===== src/rtl/timer_pkg.sv =====
// Shared definitions for the memory-mapped timer peripheral:
// register offsets, TCON bit layout and the window decode helper.
package timer_pkg;

    localparam logic [31:0] DEF_BASE_ADDR = 32'h4000_0000;

    localparam logic [3:0] TMR_TH      = 4'h0;
    localparam logic [3:0] TMR_TL      = 4'h4;
    localparam logic [3:0] TMR_TCON    = 4'h8;
    localparam logic [3:0] TMR_SYSTICK = 4'hC;

    localparam int TCON_EN    = 0;
    localparam int TCON_IRQEN = 1;
    localparam int TCON_IRQST = 2;
    localparam int TCON_W     = 3;

    // A hit needs the 16-byte window and a word-aligned byte address.
    function automatic logic addr_hit(
        input logic [31:0] addr,
        input logic [31:0] base
    );
        return (addr[31:4] == base[31:4]) && (addr[1:0] == 2'b00);
    endfunction

endpackage


===== src/rtl/timer_bus_responder_tick_divider.sv =====
// Enable-gated prescaler: one tick every PRESCALE enabled cycles.
// The phase count holds while disabled so no tick is gained or lost.
module tick_divider #(
    parameter int PRESCALE = 1
) (
    input  logic clk,
    input  logic reset,
    input  logic en,
    output logic tick
);

    localparam int CW = (PRESCALE > 1) ? $clog2(PRESCALE) : 1;
    localparam logic [CW-1:0] LAST = CW'(PRESCALE - 1);

    logic [CW-1:0] cnt;

    // With PRESCALE==1 the count stays at 0 and tick simply follows en.
    assign tick = en && (cnt == LAST);

    always_ff @(posedge clk) begin
        if (!reset) begin
            cnt <= '0;
        end else if (en) begin
            cnt <= tick ? '0 : cnt + 1'b1;
        end
    end

endmodule


===== src/rtl/timer_bus_responder.sv =====
// Timer peripheral on the CPU data bus: TH/TL reload counter with
// interrupt, plus a free-running SYSTICK. Zero-wait-state reads.
module timer_bus_responder
    import timer_pkg::*;
#(
    parameter logic [31:0] BASE_ADDR = DEF_BASE_ADDR,
    parameter int          PRESCALE  = 1
) (
    input  logic        clk,
    input  logic        reset,
    input  logic        MemRead,
    input  logic        MemWrite,
    input  logic [31:0] address,
    input  logic [31:0] write_data,
    output logic [31:0] read_data,
    output logic        IRQ
);

    logic [31:0]       th;
    logic [31:0]       tl;
    logic [31:0]       systick;
    logic [TCON_W-1:0] tcon;

    logic       hit;
    logic [3:0] off;
    logic       wr_th;
    logic       wr_tl;
    logic       wr_tcon;
    logic       tick;
    logic       ovf;

    assign hit     = addr_hit(address, BASE_ADDR);
    assign off     = {address[3:2], 2'b00};
    assign wr_th   = MemWrite && hit && (off == TMR_TH);
    assign wr_tl   = MemWrite && hit && (off == TMR_TL);
    assign wr_tcon = MemWrite && hit && (off == TMR_TCON);

    always_comb begin
        read_data = '0;
        if (MemRead && hit) begin
            unique case (off)
                TMR_TH:      read_data = th;
                TMR_TL:      read_data = tl;
                TMR_TCON:    read_data[TCON_W-1:0] = tcon;
                TMR_SYSTICK: read_data = systick;
                default:     read_data = '0;
            endcase
        end
    end

    tick_divider #(
        .PRESCALE(PRESCALE)
    ) u_tick (
        .clk   (clk),
        .reset (reset),
        .en    (tcon[TCON_EN]),
        .tick  (tick)
    );

    assign ovf = tick && (tl == 32'hFFFF_FFFF);

    always_ff @(posedge clk) begin
        if (!reset) begin
            th      <= '0;
            tl      <= '0;
            tcon    <= '0;
            systick <= '0;
        end else begin
            systick <= systick + 32'd1;

            if (wr_th) begin
                th <= write_data;
            end

            // Reload uses the pre-edge TH even if TH is written now.
            if (wr_tl) begin
                tl <= write_data;
            end else if (tick) begin
                tl <= ovf ? th : tl + 32'd1;
            end

            // A same-edge overflow still sets status: set beats clear.
            if (wr_tcon) begin
                tcon[TCON_EN]    <= write_data[TCON_EN];
                tcon[TCON_IRQEN] <= write_data[TCON_IRQEN];
                tcon[TCON_IRQST] <= write_data[TCON_IRQST]
                                  | (ovf & tcon[TCON_IRQEN]);
            end else if (ovf && tcon[TCON_IRQEN]) begin
                tcon[TCON_IRQST] <= 1'b1;
            end
        end
    end

    assign IRQ = tcon[TCON_IRQEN] & tcon[TCON_IRQST];

endmodule


===== config.mk =====
export PLATFORM = sky130hd
export DESIGN_NAME = timer_bus_responder
export DESIGN_NICKNAME = d
export VERILOG_FILES = /design/src/rtl/timer_pkg.sv /design/src/rtl/timer_bus_responder_tick_divider.sv /design/src/rtl/timer_bus_responder.sv
export SDC_FILE = /design/constraint.sdc
export NUM_CORES = 1
export LEC_CHECK = 0
export ABC_AREA = 1
export CAP_MARGIN = 20
export CORE_ASPECT_RATIO = 1.1
export CORE_MARGIN = 5
export CORE_UTILIZATION = 56
export CTS_CLUSTER_SIZE = 28
export DETAILED_ROUTE_END_ITERATION = 12
export GPL_ROUTABILITY_DRIVEN = 1
export GPL_TIMING_DRIVEN = 0
export PLACE_DENSITY_LB_ADDON = 0.25
export SLEW_MARGIN = 5
export SYNTH_ARGS = -nofsm -noshare
export SYNTH_HDL_FRONTEND = slang
export SYNTH_SLANG_ARGS = --single-unit
export TNS_END_PERCENT = 20

===== constraint.sdc =====
create_clock -name clk -period 2.4 [get_ports clk]
set_input_delay 0.6 -clock clk [delete_from_list [all_inputs] [get_ports clk]]
set_output_delay 0.6 -clock clk [all_outputs]
set_load 0.01 [all_outputs]

# ---- Yosys cells after proc, flatten, opt, wreduce, memory -nomap -nowiden
# Cells that the tools add are included.
dict set report op_classes {
  n_addsub 3
  n_eq_ne 5
  n_mux 9
  bitwise_logic 4
  n_reduce_logical 13
}
# cell count
set op_table {}
lappend op_table {{two-way mux 32 bit} 4}
lappend op_table {{case mux 29 bit (3 select lines)} 1}
lappend op_table {{adder 32 x 1 -> 32 bit (second input constant)} 2}
lappend op_table {{== test 32 bit (second input constant)} 1}
lappend op_table {{== test 28 x 27 -> 1 bit (second input constant)} 1}
lappend op_table {{case mux 3 bit (4 select lines)} 1}
lappend op_table {{logical AND 1 bit} 9}
lappend op_table {{== test 2 bit (second input constant)} 2}
lappend op_table {{zero test 4 bit} 1}
lappend op_table {{nonzero test 2 bit} 2}
lappend op_table {{two-way mux 1 bit} 3}
lappend op_table {{AND 1 bit} 2}
lappend op_table {{== test 2 x 1 -> 1 bit (second input constant)} 1}
lappend op_table {{zero test 2 bit} 1}
lappend op_table {{adder 1 bit (second input constant)} 1}
lappend op_table {{inverter 1 bit} 1}
lappend op_table {{OR 1 bit} 1}
dict set report totals {
  reg_bits 100
  in_bits 68
  out_inout_bits 33
  word_cells 40
}

# ---- Longest topological paths before layout
dict set report logic_depth {
  depth_word 6
  ltp_mapped 13
  depth_no_buf 13
}

# ---- Hierarchy
# A second synthesis with hierarchy kept.
dict set report hier_totals {
  hier_cells 1176
  hier_area_um2 6874.1
}
# mod n_inst cells_each area_per_inst_um2 seq_area_each_um2
set by_module_without_submodules {}
lappend by_module_without_submodules {timer_bus_responder 1 1171 6839.1 1981.9}
lappend by_module_without_submodules {tick_divider 1 5 35.0 20.0}

# ---- Least setup slack after synthesis
# No wires, ideal clock.
dict set report synth_path {
  kind {in2out}
  startpoint {input address[5]}
  endpoint {output read_data[11]}
  arrival_ns 1.717
  t_required_ns 1.800
  setup_slack_ns 0.083
  path_stages 8
  n_path_buf 1
  path_cell_list {nor2_1 -> inv_1 -> nor2_1 -> nand2_1 -> nor2_2 -> nand2_1 -> clkbuf_1 -> nor3_1}
}
dict set report synth_between {
  elab_chain_len 4
}
# item line_no
set synth_lines {}
lappend synth_lines {{start: declaration} timer_bus_responder.sv:13} ;# input logic [31:0] address,
lappend synth_lines {{== test 28 x 27 -> 1 bit} timer_pkg.sv:22} ;# return (addr[31:4] == base[31:4]) && (addr[1:0] == 2'b00);
lappend synth_lines {{logical AND 1 bit} timer_pkg.sv:22}
lappend synth_lines {{logical AND 1 bit} timer_bus_responder.sv:40} ;# if (MemRead && hit) begin
lappend synth_lines {{two-way mux 32 bit} timer_bus_responder.sv:40}
lappend synth_lines {{end: declaration} timer_bus_responder.sv:15} ;# output logic [31:0] read_data,
# Every way passes these cells.

# ---- Worst setup path in the final report
dict set report layout_path {
  startpoint {input address[15]}
  endpoint {output read_data[11]}
}
# Same word-level chain as after synthesis.

==> flow_metrics.tcl <==
set metrics [dict create \
    viasPerCell 6.061 \
    leakage_nw 3.586 \
    place_inst 1408 \
    r2r-start "systick[0]" \
    startpoint_type "input port" \
    hold_start "u_tick.cnt" \
    num-fill-cells 941 \
    synthCells 1156 \
    place.gp.congestion 0.9979 \
    synth.distinct_cells 44 \
    slowest_stage "nor2_4" \
    root_buffer "clkbuf_16" \
    outcome "finished, violations left" \
    clockBufferDepth 2 \
    end_kind "output port" \
    setup_viol 38 \
    cts_buffers 9 \
    ios 101 \
    grt_start_max_net_pins 18 \
    worstRegToRegCells 10 \
    finalClockSkew_ps 7.504 \
    fin_cells 1487 \
    synth_top_cell_by_area "dfxtp_1" \
    grt_pass1_vias 8318 \
    grt_usage_pct 38.31 \
    cpPeakStageDelay_ps 210 \
    syn-cell-area_mm2 0.006907 \
    power_density_mw_per_mm2 399.1 \
    hold_viol 0 \
    path_class "in2out" \
    fin_tns_setup_ps -8473 \
    finalPower_mw 3.724 \
    clk_pin_slew_worst_paths_ps 70 \
    synth_edf_count 0 \
    grt_pass1_wl_um 43770 \
    dp_slack_ps -1133 \
    die_w_um 115.9 \
    drive_gt1_share_pct 20.80 \
    initial_core_util_pct 57.14 \
    min_delay_worst_endpoint "u_tick.cnt" \
    core_area_mm2 0.01209 \
    die_y_um 126.5 \
    num_rows 42 \
    clk-insertion-delay-late_ps 360 \
    nets 1397 \
    synth_top_flop_cell "dfxtp_1" \
    drt-total-wl_um 30390 \
    ys_ff_latch 100 \
    antenna_found_initial 2 \
    critPathRequiredTime_ps 1800 \
    yosysSeqAreaShare_pct 28.99 \
    area_growth_pct 35.11 \
    worst_pin_slew_ps 809.6 \
    hold_buffers 0 \
    fin_util_pct 77.21 \
    avgSynthCellArea_um2 5.975 \
    synth_top_area_share_pct 28.99 \
    setup_slack_ps -317.0 \
    crit_buf_inv 3 \
    synthTopCellsByCount "297 x nand2_1, 177 x nor2_1, 132 x inv_1" \
    post-route-min-period_ps 2717 \
    dpl.hpwl_um 19100 \
    worstPathArrival_ps 2120 \
    async_reset_ff_share_pct 0 \
    multi_input_area_mm2 0.004710 \
    cp_top_family "simple AND/OR/NAND/NOR gates" \
    yosys.cell_count.top_type "nand2_1" \
    dieArea_mm2 0.01466 \
    violations "negative setup slack" \
    rsz0062_at_grt "yes" \
    maxSlewViolCount 0 \
    cts_tree "built" \
    max_freq_ghz 0.3681 \
    drt_iter0_markers 1504 \
    maxCapViolCount 0 \
    min_path_type "reg2reg" \
    crit_chain "buf_2 > nor2_4 > nand2_1 > nor2_2 > nand2_2 > nor2_4 > nand2_4 > clkbuf_16 > nor3_4 > buf_2" \
    cts.htree.levels 3 \
    port_buffers 98 \
    reg2reg_to "systick[30]" \
    ant_nets 0 \
    synth_nets 1226 \
    vias 9013 \
    ys_warn_count 0 \
    ff2ff_setup_slack_ps -20 \
    slew_headroom_pct 46.02 \
    holdPathStages 2 \
    cts.sinks 100 \
    peakVddDrop_mv 0.4302 \
    gr-total-overflow 0 \
    drc 0 \
    worstPathMaxFanout 7 \
    period_share_pct 113.2 \
    synthTopCellsByArea "dfxtp_1 29%, nand2_1 16%, nor2_1 9.6%" \
    dr.pass1.iters 9 \
    area.sequential_mm2 0.002002 \
    wl_per_cell_um 20.44 \
]
placed cells by master (no fill, tap or decap), types with 4 or more instances in the layout:
cell and instances:
nand3_2 7, clkbuf_2 5, nor3_2 4, xnor2_1 4
xor2_1 11, nor3_1 21, a21oi_1 68, buf_4 69
nor2_1 157, nor3_4 8, clkdlybuf4s50_1 36, nor2_2 11
inv_2 4, or2_2 4, o21ai_0 44, nand3b_1 7
nand3_1 83, nand2_2 14, dfxtp_1 100, nand2_1 289
buf_6 15, a21oi_2 8, nor2_4 27, buf_2 48
nand4_1 43, a221oi_1 14, nand2_4 4, clkbuf_1 21
a31oi_4 11, inv_1 131, clkbuf_16 12
worst max path at each step:
stage / cells past startpoint / startpoint / slack (ps) / endpoint
floorplan: 8 / address[5] / 80 / read_data[11]
global placement: 10 / address[5] / -1120 / read_data[11]
detailed placement: 10 / address[5] / -1130 / read_data[11]
CTS: 10 / address[18] / -60 / read_data[11]
global route: 10 / address[15] / -370 / read_data[31]
finish: 10 / address[15] / -320 / read_data[11]
flip-flops by register name (all words and copies together) (netlist names):
| register | count |
|---|---|
| u_tick.cnt | 1 |
| tl | 32 |
| systick | 32 |
| tcon | 3 |
| th | 32 |
per-layer routing:
metal | wire, µm | part of all wire (%) | track usage, % | vias to the layer above
met5 | 68 | 0.22 | 0 | -
met4 | 2040 | 6.7 | 22.32 | 4
met3 | 3528 | 12 | 10.77 | 182
met2 | 13760 | 45 | 59.97 | 652
met1 | 10990 | 36 | 46.64 | 4052
li1 | - | - | - | 4123
worst reg2reg max path, stage by stage (launching register included):
cell	delay (ps)
dfxtp_1	490
ha_1	370
nand2_1	150
inv_1	110
nand2_2	110
nor2_4	180
inv_1	60
nor3_1	350
nand2_1	140
or2_2	290
a21oi_1	110
power breakdown:
group / internal [mW] / total [mW] / switching (mW)
logic: 0.183 / 0.397 / 0.214
clock network: 0.929 / 1.66 / 0.729
registers: 1.66 / 1.67 / 0.00722
kinds of logic (layout without fill, tap and decap cells):
family	Yosys count	after routing	share of synthesized area, %
xor+xnor	15	15	1.902
compound gates	163	163	13.28
flops	100	100	28.99
simple gates	692	692	44.89
fa+ha+maj	2	2	0.3623
buf+inv	184	360	10.58
other cells	0	1	0
repair_timing:
action                                  4_1_cts  5_1_grt
resized for setup                           339       76
cloned                                        2        0
pin swaps                                    28       41
endpoints found under the setup margin       51       58
buffers inserted                             57        4
stage by stage:
step | hold slack (ps) | area [µm²]
2_1_floorplan | 420.4 | 6907
3_3_place_gp | 428.1 | 8080
3_5_place_dp | 440.7 | 8080
4_1_cts | 451.3 | 9011
5_1_grt | 495.3 | 9331
6_report | 460.1 | 9331
cell type report:
type	count	share of cell area, %
clock buffers	10	2.454
multi-input cells	872	50.47
clock inverters	6	1.032
repair buffers	160	13.72
diodes	1	0.02682
inverters	139	5.645
well taps	154	2.065
flip-flops and latches	100	21.45
plain buffers	45	3.138
Note: power is estimated with default switching activity, not from simulation.
